--- config.mk ---
export PLATFORM = sky130hd
export DESIGN_NAME = regbank_seq_8088
export DESIGN_NICKNAME = d
export VERILOG_FILES = /design/src/rtl/regbank_seq_8088.sv
export SDC_FILE = /design/constraint.sdc
export NUM_CORES = 1
export LEC_CHECK = 0
export ABC_CLOCK_PERIOD_IN_PS = 2430
export BUFFER_PORTS_ARGS = -buffer_cell sky130_fd_sc_hd__clkbuf_2
export CAP_MARGIN = 40
export CORE_ASPECT_RATIO = 0.75
export CORE_MARGIN = 2
export CORE_UTILIZATION = 49
export CTS_BUF_LIST = sky130_fd_sc_hd__clkbuf_4 sky130_fd_sc_hd__clkbuf_8
export CTS_CLUSTER_DIAMETER = 100
export DETAILED_ROUTE_END_ITERATION = 7
export MAX_ROUTING_LAYER = met4
export PLACE_DENSITY_LB_ADDON = 0.3
export SYNTH_ARGS = -nofsm -noshare
export SYNTH_HDL_FRONTEND = slang
export SYNTH_SLANG_ARGS = --single-unit
--- constraint.sdc ---
create_clock -name clk -period 2.43 [get_ports clk]
set_input_delay 0.3645 -clock clk [delete_from_list [all_inputs] [get_ports clk]]
set_output_delay 0.3645 -clock clk [all_outputs]
set_load 0.01 [all_outputs]
--- src/rtl/regbank_seq_8088.sv ---
`default_nettype none
// ============================================================================
// Module   : regbank_seq_8088
// Brief    : 8086-style MOV / XCHG / MOVI sequencer driving an external
//            register bank (two combinational read ports, one write port).
// Revision : 1.0 - initial release
// ============================================================================
module regbank_seq_8088 (
    input  logic        clk,
    input  logic        reset,
    input  logic        cmd_valid,
    output logic        cmd_ready,
    input  logic [1:0]  cmd_op,
    input  logic        cmd_w,
    input  logic [2:0]  cmd_dst,
    input  logic [2:0]  cmd_src,
    input  logic [15:0] cmd_imm,
    output logic        rb_en_write,
    output logic        rb_size,
    output logic        rb_select_high_low,
    output logic [2:0]  rb_reg_write,
    output logic [2:0]  rb_reg_read1,
    output logic [2:0]  rb_reg_read2,
    output logic [15:0] rb_write_data,
    input  logic [15:0] rb_read_data1,
    input  logic [15:0] rb_read_data2,
    output logic        done,
    output logic        err,
    output logic [15:0] result
);

    // Sequencer states
    localparam logic [2:0] IDLE = 3'd0;
    localparam logic [2:0] RD   = 3'd1;
    localparam logic [2:0] WR1  = 3'd2;
    localparam logic [2:0] WR2  = 3'd3;
    localparam logic [2:0] FIN  = 3'd4;

    // Operation codes
    localparam logic [1:0] c_op_mov  = 2'b00;
    localparam logic [1:0] c_op_xchg = 2'b01;
    localparam logic [1:0] c_op_movi = 2'b10;

    // 8086 register code -> bank index. The bank stores AX,BX,CX,DX in
    // slots 0..3 while the ISA encodes AX,CX,DX,BX; codes 4..7 of 16-bit
    // operands address SP,BP,SI,DI directly. 8-bit codes use only [1:0].
    function automatic logic [2:0] f_bank_idx(input logic [2:0] code, input logic w);
        logic [2:0] idx;
        case (code[1:0])
            2'd0:    idx = 3'd0;
            2'd1:    idx = 3'd2;
            2'd2:    idx = 3'd3;
            default: idx = 3'd1;
        endcase
        if (w && code[2]) begin
            idx = code;
        end
        return idx;
    endfunction

    // Byte lane of an 8-bit operand: codes 4..7 are the high bytes (AH..BH)
    function automatic logic f_bank_sel(input logic [2:0] code, input logic w);
        return !w && code[2];
    endfunction

    // Operand value as seen by the instruction, zero-extended for byte ops
    function automatic logic [15:0] f_extract(input logic [15:0] data, input logic [2:0] code,
                                              input logic w);
        if (w) begin
            return data;
        end
        return code[2] ? {8'h00, data[15:8]} : {8'h00, data[7:0]};
    endfunction

    logic [2:0]  r_state;
    logic [2:0]  w_state_nxt;
    logic [1:0]  r_op;
    logic        r_w;
    logic [2:0]  r_dst;
    logic [2:0]  r_src;
    logic [15:0] r_imm;
    logic [15:0] r_src_val;
    logic [15:0] r_dst_val;
    logic [15:0] r_result;

    logic [2:0]  w_dst_idx;
    logic [2:0]  w_src_idx;
    logic        w_dst_sel;
    logic        w_src_sel;
    logic [15:0] w_wr1_data;

    assign w_dst_idx    = f_bank_idx(r_dst, r_w);
    assign w_src_idx    = f_bank_idx(r_src, r_w);
    assign w_dst_sel    = f_bank_sel(r_dst, r_w);
    assign w_src_sel    = f_bank_sel(r_src, r_w);
    assign w_wr1_data   = (r_op == c_op_movi) ? (r_w ? r_imm : {8'h00, r_imm[7:0]}) : r_src_val;

    assign rb_reg_read1 = w_src_idx;
    assign rb_reg_read2 = w_dst_idx;
    assign result       = r_result;

    // State register; reset aborts any command in flight
    always_ff @(posedge clk or posedge reset) begin
        if (reset) begin
            r_state <= IDLE;
        end else begin
            r_state <= w_state_nxt;
        end
    end

    // Next state and bank/handshake outputs
    always_comb begin
        w_state_nxt        = r_state;
        cmd_ready          = 1'b0;
        rb_en_write        = 1'b0;
        rb_size            = r_w;
        rb_select_high_low = 1'b0;
        rb_reg_write       = w_dst_idx;
        rb_write_data      = w_wr1_data;
        done               = 1'b0;
        err                = 1'b0;
        case (r_state)
            IDLE: begin
                cmd_ready = 1'b1;
                if (cmd_valid) begin
                    case (cmd_op)
                        c_op_mov, c_op_xchg: w_state_nxt = RD;
                        c_op_movi:           w_state_nxt = WR1;
                        default:             w_state_nxt = FIN;
                    endcase
                end
            end
            RD: begin
                w_state_nxt = WR1;
            end
            WR1: begin
                rb_en_write        = 1'b1;
                rb_select_high_low = w_dst_sel;
                w_state_nxt        = (r_op == c_op_xchg) ? WR2 : FIN;
            end
            WR2: begin
                rb_en_write        = 1'b1;
                rb_reg_write       = w_src_idx;
                rb_write_data      = r_dst_val;
                rb_select_high_low = w_src_sel;
                w_state_nxt        = FIN;
            end
            FIN: begin
                done        = 1'b1;
                err         = (r_op == 2'b11);
                w_state_nxt = IDLE;
            end
            default: begin
                w_state_nxt = IDLE;
            end
        endcase
    end

    // Capture the command on acceptance; later cmd_* activity is ignored
    always_ff @(posedge clk or posedge reset) begin
        if (reset) begin
            r_op  <= 2'b00;
            r_w   <= 1'b0;
            r_dst <= 3'd0;
            r_src <= 3'd0;
            r_imm <= 16'h0000;
        end else if (cmd_valid && cmd_ready) begin
            r_op  <= cmd_op;
            r_w   <= cmd_w;
            r_dst <= cmd_dst;
            r_src <= cmd_src;
            r_imm <= cmd_imm;
        end
    end

    // Snapshot both operands in RD so the XCHG second write sees the old dst
    always_ff @(posedge clk or posedge reset) begin
        if (reset) begin
            r_src_val <= 16'h0000;
            r_dst_val <= 16'h0000;
        end else if (r_state == RD) begin
            r_src_val <= f_extract(rb_read_data1, r_src, r_w);
            r_dst_val <= f_extract(rb_read_data2, r_dst, r_w);
        end
    end

    // Result tracks the dst write so it is already valid while done is high
    always_ff @(posedge clk or posedge reset) begin
        if (reset) begin
            r_result <= 16'h0000;
        end else if (r_state == WR1) begin
            r_result <= w_wr1_data;
        end
    end

endmodule
`default_nettype wire

# == Word level (Yosys, flattened, before mapping) ==
# Index checks and enable logic that the tools add are counted.
# classes
mux,25
n_reduce_logical,12
n_eq_ne,14
# ops
operator,n
$mux W16,7
$mux W8,2
$mux W3,5
$pmux W2 S3,2
$pmux W3 S4,1
$eq A2 B2 Y1 const B,5
$eq A2 B1 Y1 const B,4
$eq A3 B2 Y1 const B,2
$logic_not A2 Y1,3
$mux W1,6
$pmux W3 S2,1
$logic_and A1 B1 Y1,5
$reduce_or A2 Y1,2
$eq A3 B1 Y1 const B,1
$eq A3 B3 Y1 const B,1
$logic_not A3 Y1,1
$ne A2 B2 Y1 const B,1
$pmux W1 S2,1
$logic_not A1 Y1,1
# totals
inputBits,60
ff_bits,76
output_inout_bits,47
elab_cells,60

# == Logic depth before layout (Yosys ltp) ==
# Gate-level depths: netlist (run 1).
# logic_depth
ltp_word,5
depth_mapped,6
mapped_depth_nobuf,3

# == Worst setup path after synthesis (run 1) ==
# Ideal clock, no wire load.
# synth_timing
path_type,flip-flop to output port
startpoint,"reg r_w, in the netlist rb_size"
endpoint,out rb_reg_write[1]
n_path_buf,1
t_required_ns,2.066
path_stages_with_launch,5
path_slack_ns,0.731
arrival_ns,1.334
path_cell_list,dfrtp_1 -> buf_2 -> a21boi_0 -> xor2_1 -> mux2_2
# synth_between
elab_chain_len,3
word_cells_on_any_way,5
classes_between,mux: 3; reduce/logical: 2
# synth_rtl
item,line,text
from (decl),78,logic r_w;
from (signal assigned),169,r_w <= cmd_w;
$logic_and A1 B1 Y1,55,if (w && code[2]) begin
$mux W3,55,
via rb_reg_read1[1],22,"output logic [2:0] rb_reg_read1,"
$mux W3,122,case (r_state)
to (decl),21,"output logic [2:0] rb_reg_write,"
# The timed path passes the listed nets, and every way through them passes these cells.

# == Final worst setup path (run 1) ==
# layout_timing
startpoint,reg r_op[1]
endpoint,out rb_write_data[3]
# layout_between
elab_chain_len,3
# layout_rtl
item,line,text
from (decl),77,logic [1:0] r_op;
from (signal assigned),168,r_op <= cmd_op;
$eq A2 B2 Y1,96,"assign w_wr1_data = (r_op == c_op_movi) ? (r_w ? r_imm : {8'h00, r_imm[7:0]}) : r_src_val;"
$mux W16,96,
$mux W16,122,
to (decl),24,"output logic [15:0] rb_write_data,"
# No other way between the ends.

==> results.cfg, run 1 <==
[worst_setup_path]
worstSetupPathType = flip-flop to primary output
crit_required_ns = 2.07
crit_chain = nor2b_1 -> buf_4 -> mux2i_1 -> a21oi_1 -> clkbuf_2
cp_slowest_cell = dfrtp_1
r2r_slack_ns = 0.83
max_stage_delay_ns = 0.54
crit_fanout = 13
r2r-start = r_state[2]$_DFFE_PP0P_
arrival_ns = 1.93
r2r_end = r_src[0]$_DFFE_PP0P_
cp-start-kind = flip-flop
cp-end-kind = primary output
reg2reg_depth = 4

[power]
clockPowerShare_pct = 15.5
p_sw_share_pct = 40.3
combPwrFrac_pct = 47.4
power.switching_mw = 2.59
p_leak_nw = 2.30
p_seq_share_pct = 37.1
p_per_area_nw_per_um2 = 1430
total_power_mw = 6.44
p_int_mw = 3.84
vdd_drop_max_mv = 1.00

[clock_tree]
ctsHoldBuffers = 0
cts_tree = yes
h-tree-depth = 3
numCtsBuffers = 9
clkTransAtPathRegs_ns = 0.08
clkLatencyLatePin_ns = 0.35
cts_setup_buffers = 0
clock-sinks = 76
cts_root_buf = clkbuf_8
clock_path_buffers = 2

[global_routing]
grt_pass1_wl_um = 14200
grtUsageTotal_pct = 22.9
grt_overflow = 0
antenna_found_initial = 0
grt_pass1_vias = 2794
grt_max_degree = 77

[timing]
finalSetupViolations = 0
rsz0062_at_grt = no
hold_violations = 0
max_freq_mhz = 435
max_slew_margin_pct = 65.4
tightest_slew_ns = 0.518
fin_setup_tns_ns = 0
period_share_pct = 94.5
skew_ns = 0.00543
fin_crit_ns = 2.30
drv_slew = 0

[logic_synthesis]
synth.yosys.warnings = 0
syn_nets = 414
synth_top_area_share_pct = 50.9
ys_async_sr_fraction_pct = 100
yosys-top-cells-count = dfrtp_1, nand2_1, a21oi_1, nor2_1, mux2i_1
avgSynthCellArea_um2 = 10.5
netlist_area_um2 = 3730
synth.most_common_cell = dfrtp_1
yosys.area.top_type = dfrtp_1
synth_cells = 354
synthFlopType = dfrtp_1
yosys-top-cells-area = dfrtp_1, mux2_4, mux2i_1
synth_edf_count = 0
yosysSeqAreaShare_pct = 50.9
synth_seq_cells = 76
yosysUniqueCellTypes = 33

[final_layout]
synthToLayoutAreaGrowth_pct = 20.5
drive_gt1_share_pct = 36.5
fin_nets = 513
diodes = 0

[drt]
post_drt_via_cell_ratio = 5.20
vias = 2907
drt_pass1_iterations = 4
routed_wl_um = 8940
wire_per_inst_um = 16.0
ant_nets = 0
drt_iter0_drc = 153
drc = 0

[floorplanning]
placementRows = 27
initial_utilization_pct = 50.7
die-area_um2 = 8340
dieHeight_um = 79.6
pin_count = 107
core_um2 = 7360
die_w_um = 105

[hold_path]
hp-class = input port to async pin

[placement]
io_buffers = 106
hpwlAfterDp_um = 6440
gp_congestion = 0.867

[job]
maxCapViolCount = 0

[outcome]
status = finished clean
[per-stage QoR]
stage | hold slack, ns | setup slack, ns | cell area (µm²) | instances | utilization [%]
after floorplan | 0.438 | 0.127 | 3730 | 354 | -
after global placement | 0.453 | 0.491 | 4290 | 543 | 58.3
after detailed placement | 0.458 | 0.425 | 4290 | 543 | 58.3
after CTS | 0.0913 | 0.0433 | 4500 | 559 | 61.1
after global routing | 0.0881 | 0.0143 | 4500 | 559 | 61.1
final | 0.0571 | 0.133 | 4500 | 559 | 61.1
[sequential cells by signal, indices dropped and copies added, names as in the netlist]
register	cells
r_dst_val	16
r_state	3
r_imm	16
result	16
r_src_val	16
r_src	3
rb_size	1
r_op	2
r_dst	3
[power by group through the flow]
stage / sequential, mW / combinational (mW) / clock (mW)
global route: 2.47 / 3.34 / 1.08
global placement: 2.37 / 3.00 / 0
CTS: 2.37 / 3.06 / 1.02
finish: 2.39 / 3.05 / 1.00
detailed placement: 2.39 / 3.04 / 0
floorplan: 2.22 / 2.25 / 0
[metal layers]
metal  global-route usage, %  wire length, µm  vias up
met5                       -                0        -
met4                    5.20              123        0
met3                    6.29              665       13
met2                    32.1             3640      119
met1                    33.4             4510     1367
li1                        -                -     1408
[placed cells by master (no fill, tap or decap), types with 2 or more instances in the layout]
cell type and n:
buf_4 7, o21ai_1 4, inv_1 3, dfrtp_2 2, a21oi_1 41, a21boi_0 2, and4b_1 8, mux2_4 20
clkbuf_2 106, nand2_1 51, o21ai_0 14, dfrtp_1 74, buf_12 2, nand3_1 16, clkbuf_8 11, mux2_2 9
nor2_1 35, and2_1 2, mux2i_1 26, nand2b_1 2, clkinv_2 2, xor2_1 2, nor2b_1 4
[logic make-up (layout without fill, tap and decap cells)]
group                     after synthesis  count (layout)  share of synthesized area, %
and+or+nand+nor                       128             128                          16.6
buffers and inverters                  31             135                          5.73
muxes                                  55              55                          17.7
AOI/OAI and AO/OA                      62              62                          8.55
DFF                                    76              76                          50.9
xor gates and xnor gates                2               2                         0.469
[critical path: cells and delay by family (launching register included)]
| kind | cells | cell delay [ns] |
|---|---|---|
| AO/OA/AOI/OAI | 1 | 0.12 |
| AND/OR/NAND/NOR | 1 | 0.18 |
| flip-flops | 1 | 0.54 |
| multiplexers | 1 | 0.39 |
| buffers and inverters | 2 | 0.34 |
[worst max-delay path by stage]
stage | start | to | depth (start not counted) | slack, ns
2_1_floorplan | reset | r_dst[0]$_DFFE_PP0P_ | 1 | 0.13
3_3_place_gp | rb_size$_DFFE_PP0P_ | rb_reg_write[0] | 4 | 0.49
3_5_place_dp | rb_size$_DFFE_PP0P_ | rb_reg_write[0] | 4 | 0.42
4_1_cts | rb_size$_DFFE_PP0P_ | rb_reg_write[0] | 4 | 0.04
5_1_grt | r_op[1]$_DFFE_PP0P_ | rb_write_data[3] | 5 | 0.01
6_report | r_op[1]$_DFFE_PP0P_ | rb_write_data[3] | 5 | 0.13
[cell type report]
cell class | instances | area, µm²
clock buffer | 12 | 159
clock inverter | 4 | 47.5
fill | 671 | 2870
inverter | 4 | 15.0
multi-input combinational | 247 | 1620
sequential | 76 | 1900
tap | 101 | 126
timing repair buffer | 115 | 623
[timing repair]
action | in CTS | in global routing
resized for setup | 0 | 2
endpoints found under the hold margin | 0 | 0
setup endpoints to repair | 0 | 2
Note: power is estimated with default switching activity, not from simulation.
==> run 2, diff against run 1 <==
--- a/config.mk
+++ b/config.mk
@@ -8,9 +8,11 @@
 export ABC_CLOCK_PERIOD_IN_PS = 2430
 export BUFFER_PORTS_ARGS = -buffer_cell sky130_fd_sc_hd__clkbuf_2
 export CAP_MARGIN = 40
+export CELL_PAD_IN_SITES_DETAIL_PLACEMENT = 1
+export CELL_PAD_IN_SITES_GLOBAL_PLACEMENT = 1
 export CORE_ASPECT_RATIO = 0.75
 export CORE_MARGIN = 2
-export CORE_UTILIZATION = 49
+export CORE_UTILIZATION = 37
 export CTS_BUF_LIST = sky130_fd_sc_hd__clkbuf_4 sky130_fd_sc_hd__clkbuf_8
 export CTS_CLUSTER_DIAMETER = 100
 export DETAILED_ROUTE_END_ITERATION = 7
==> run 2 against run 1 <==
Effect of this change: critical path depth shrank 1; routed wire length up 16%; clock skew increased by 0.0025 ns; worst setup slack got worse by 0.048 ns; non-clock buffer count increased by 1; count of clock-buffer cells in the layout fell by 2; via count unchanged; largest cell class unchanged.
==> results.cfg, run 2 (same netlist as run 1, synthesis figures left out) <==
[global_routing]
busiest_layer = met1
grt_pass1_vias = 3032
grt_max_degree = 77
use_met2_pct = 27.5
antenna_found_initial = 0
grtUsageTotal_pct = 20.5
use_met1_pct = 31.3
met3_usage_pct = 4.65
grt_overflow = 0
grt_pass1_wl_um = 16600

[final_layout]
layout_commonest_cell = clkbuf_2
fillers = 1131
fin_nets = 514
synthToLayoutAreaGrowth_pct = 21.6
multiInputGateArea_um2 = 1620
seqCellArea_um2 = 1900
instances_no_fill = 591
drive_gt1_share_pct = 36.6
final_cell_mix = clkbuf_2, dfrtp_1, nand2_1, a21oi_1, nor2_1
finish.utilization_pct = 46.6
diodes = 0
design_area_um2 = 4540

[floorplanning]
core_um2 = 9740
die_w_um = 120
initial_utilization_pct = 38.3
placementRows = 31
die-area_um2 = 10900
dieHeight_um = 91.0
pin_count = 107

[worst_setup_path]
crit_start = r_op[0]$_DFFE_PP0P_
crit_required_ns = 2.07
r2r-start = rb_size$_DFFE_PP0P_
crit_fanout = 13
cp-end-kind = primary output
worstSetupPathType = flip-flop to primary output
arrival_ns = 1.98
reg2reg_depth = 5
cp-start-kind = flip-flop

[placement]
gp_congestion = 0.877
io_buffers = 106
hpwlAfterDp_um = 7780
placedCellCount = 575
pre_cts_slack_ns = 0.480
dpl_cell_area_um2 = 4340

[timing]
fin_crit_ns = 2.35
drv_slew = 0
skew_ns = 0.00797
max_freq_mhz = 426
max_slew_margin_pct = 64.2
hold_ws_ns = 0.0795
finalSetupViolations = 0
hold_violations = 0
tightest_slew_ns = 0.537
setup_ws_ns = 0.0844
period_share_pct = 96.5
rsz0062_at_grt = yes

[clock_tree]
h-tree-depth = 3
clock_path_buffers = 2
clkTransAtPathRegs_ns = 0.08
clkLatencyLatePin_ns = 0.36
cts_tree = yes
cts_root_buf = clkbuf_8
numCtsBuffers = 9
clock-sinks = 76

[hold_path]
hp-class = input port to async pin

[job]
maxCapViolCount = 0

[drt]
drc = 0
routed_wl_um = 10400
drt_iter0_drc = 139
vias = 2907
wire_per_inst_um = 17.5
drt_pass1_iterations = 4
ant_nets = 0
post_drt_via_cell_ratio = 4.92

[power]
p_per_area_nw_per_um2 = 1440
p_leak_nw = 2.30
vdd_drop_max_mv = 0.636

[outcome]
status = finished clean
[run 2: cell count changes in the layout (fill, tap and decap cells not counted), sizes merged]
cell      previous run  this run
buf                  9        10
clkinvlp             1         2
clkbuf             118       116
clkinv               2         3
[run 2: final timing paths]
| check | endpoint | slack (ns) |
|---|---|---|
| max reg2reg | r_src_val[5]$_DFFE_PP0P_ | 0.74 |
| max in group asynchronous | r_state[2]$_DFFE_PP0P_ | 2.01 |
| min reg2reg | r_dst_val[14]$_DFFE_PP0P_ | 0.48 |
| min | r_imm[11]$_DFFE_PP0P_ | 0.08 |
| min in group clk | r_imm[4]$_DFFE_PP0P_ | 0.23 |
| max | rb_write_data[15] | 0.08 |
[run 2: what timing repair did]
item	CTS	global route
endpoints found under the setup margin	0	6
gates resized for setup	0	2
hold buffers	0	0
buffers inserted	0	0
[run 2: cell type report]
cell class | instances | area share (%)
inverter | 4 | 0.331
timing repair buffer | 116 | 13.9
tap | 132 | 3.64
clock inverter | 6 | 1.41
sequential | 76 | 41.9
multi-input combinational | 247 | 35.8
clock buffer | 10 | 3.03
[run 2: critical path, cell delays in order, from the launching register on]
cell and delay (ns):
dfrtp_1 0.50, nand2b_1 0.34, a21oi_1 0.50, a21oi_1 0.13, clkbuf_2 0.15
[run 2: through the flow]
step                power, mW  TNS, ns
floorplan                4.47        0
global placement         5.47        0
detailed placement       5.58        0
CTS                      6.58        0
global route             7.01  -0.0892
finish                   6.52        0
[run 2: power breakdown]
group,switching (mW),internal [mW]
registers,0.541,1.87
logic,1.68,1.44
clock network,0.479,0.500
[run 2: routing by layer]
layer,vias up,share of wire (%)
met2,88,41
li1,1404,-
met4,0,0.63
met1,1411,53
met3,4,5.4
met5,-,0
==> run 3, diff against run 2 <==
--- a/config.mk
+++ b/config.mk
@@ -11,7 +11,6 @@
 export CELL_PAD_IN_SITES_DETAIL_PLACEMENT = 1
 export CELL_PAD_IN_SITES_GLOBAL_PLACEMENT = 1
 export CORE_ASPECT_RATIO = 0.75
-export CORE_MARGIN = 2
 export CORE_UTILIZATION = 37
 export CTS_BUF_LIST = sky130_fd_sc_hd__clkbuf_4 sky130_fd_sc_hd__clkbuf_8
 export CTS_CLUSTER_DIAMETER = 100
==> constraint.sdc (replaced) <==
create_clock -name clk -period 2.43 [get_ports clk]
set_input_delay 0.3645 -clock clk [delete_from_list [all_inputs] [get_ports clk]]
set_output_delay 0.3645 -clock clk [all_outputs]
set_load 0.1 [all_outputs]
==> run 3 against run 2 <==
Effect of this change: count of clock-buffer cells in the layout is 3 higher; die area is 3.8% lower; clock skew fell by 0.00064 ns; fmax is 0.22% higher; worst hold slack improved by 0.15 ns; flip-flop and latch count unchanged; via count is 5.6% higher; non-clock buffer count is 1 higher; critical path type unchanged; highest routed layer unchanged.
==> results.cfg, run 3 (same netlist as run 1, synthesis figures left out) <==
[outcome]
status = finished clean

[clock_tree]
clkLatencyLatePin_ns = 0.35
cts_root_buf = clkbuf_8
cts_setup_buffers = 0
clock_path_buffers = 2
cts_tree = yes
clock-sinks = 76
numCtsBuffers = 9
clkTransAtPathRegs_ns = 0.08
h-tree-depth = 3

[timing]
tightest_slew_ns = 0.556
skew_ns = 0.00733
max_slew_margin_pct = 62.9
rsz0062_at_grt = no
period_share_pct = 96.3
fin_crit_ns = 2.34
hold_ws_ns = 0.234
finalSetupViolations = 0
fin_setup_tns_ns = 0
drv_slew = 0
max_freq_mhz = 427
hold_violations = 0
setup_ws_ns = 0.0896

[final_layout]
synthToLayoutAreaGrowth_pct = 34.5
drive_gt1_share_pct = 42.2
fin_nets = 515
layout_commonest_cell = clkbuf_2
fillers = 1082
final_cell_mix = clkbuf_2, dfrtp_1, nand2_1, nor2_1, a21oi_1
diodes = 0

[job]
maxCapViolCount = 0

[drt]
post_drt_via_cell_ratio = 5.18
drt_iter0_drc = 162
routed_wl_um = 11100
drt_pass1_iterations = 4
ant_nets = 0
wire_per_inst_um = 18.7
vias = 3069
drc = 0

[worst_setup_path]
crit_fanout = 13
cp-end-kind = primary output
arrival_ns = 1.98
r2r_slack_ns = 0.72
crit_required_ns = 2.07
worstSetupPathType = flip-flop to primary output
cp-start-kind = flip-flop

[floorplanning]
die_w_um = 118
initial_utilization_pct = 38.3
placementRows = 31
pin_count = 107
core_um2 = 9740
dieHeight_um = 89.0
die-area_um2 = 10500

[global_routing]
grt_pass1_vias = 3175
busiest_layer = met1
grtUsageTotal_pct = 23.3
use_met1_pct = 33.1
met3_usage_pct = 5.55
grt_overflow = 0
antenna_found_initial = 0
grt_max_degree = 61
grt_pass1_wl_um = 17700
use_met2_pct = 32.9

[placement]
hpwlAfterDp_um = 8270
io_buffers = 106
pre_cts_slack_ns = 0.442
gp_congestion = 0.835

[hold_path]
hp-class = input port to flip-flop
==> run 3: changes by cell type in the layout (fill, tap and decap cells not counted), moves of 2 or more <==
| cell | delta |
|---|---|
| mux2i_2 | +5 |
| a21oi_2 | +12 |
| mux2i_1 | -5 |
| a21boi_0 | -2 |
| xor2_4 | +2 |
| xor2_1 | -2 |
| clkbuf_2 | -19 |
| buf_12 | +20 |
| clkbuf_8 | +3 |
| a21oi_1 | -13 |
==> run 3: cell type report <==
cell class,instances,area [µm²],area share [%]
clock buffer,13,179,3.56
tap,132,165,3.29
multi-input combinational,247,1770,35.3
sequential,76,1910,38.0
timing repair buffer,117,938,18.7
clock inverter,3,42.5,0.847
inverter,4,15.0,0.299
==> run 3: path summary, 6_finish.rpt <==
kind,start,end,cells after the start
max,r_op[0]$_DFFE_PP0P_,rb_write_data[11],4
min,cmd_imm[14],r_imm[14]$_DFFE_PP0P_,2
max reg2reg,r_state[2]$_DFFE_PP0P_,r_src_val[0]$_DFFE_PP0P_,4
min reg2reg,r_dst_val[12]$_DFFE_PP0P_,r_dst_val[12]$_DFFE_PP0P_,2
max in group asynchronous,reset,rb_size$_DFFE_PP0P_,4
min in group asynchronous,reset,r_imm[11]$_DFFE_PP0P_,3
==> run 3: metal layers <==
layer,up-vias,part of all wire [%]
met3,11,6.4
met5,-,0
met2,93,44
li1,1408,-
met4,0,0.95
met1,1557,48
==> run 3: timing repair <==
action	4_1_cts	5_1_grt
hold buffers	1	0
endpoints found under the hold margin	16	0
resized for setup	0	7
setup endpoints to repair	0	8
==> run 3: through the flow <==
| stage | instance area (µm²) | instances | utilization, % |
|---|---|---|---|
| 4_1_cts | 5000 | 592 | 51.3 |
| 3_3_place_gp | 4770 | 575 | 49.0 |
| 5_1_grt | 5020 | 592 | 51.6 |
| 3_5_place_dp | 4770 | 575 | 49.0 |
| 6_report | 5020 | 592 | 51.6 |
| 2_1_floorplan | 3870 | 354 | - |
==> run 3: critical path, stage by stage (launching register included) <==
cell	delay [ns]
dfrtp_2	0.48
nand2b_1	0.30
a21oi_1	0.47
a21oi_2	0.16
buf_12	0.20
Power of run 3 is left out: the tool's default activity adds up to more than one toggle a clock period on the data nets, which glitch-free logic cannot reach.
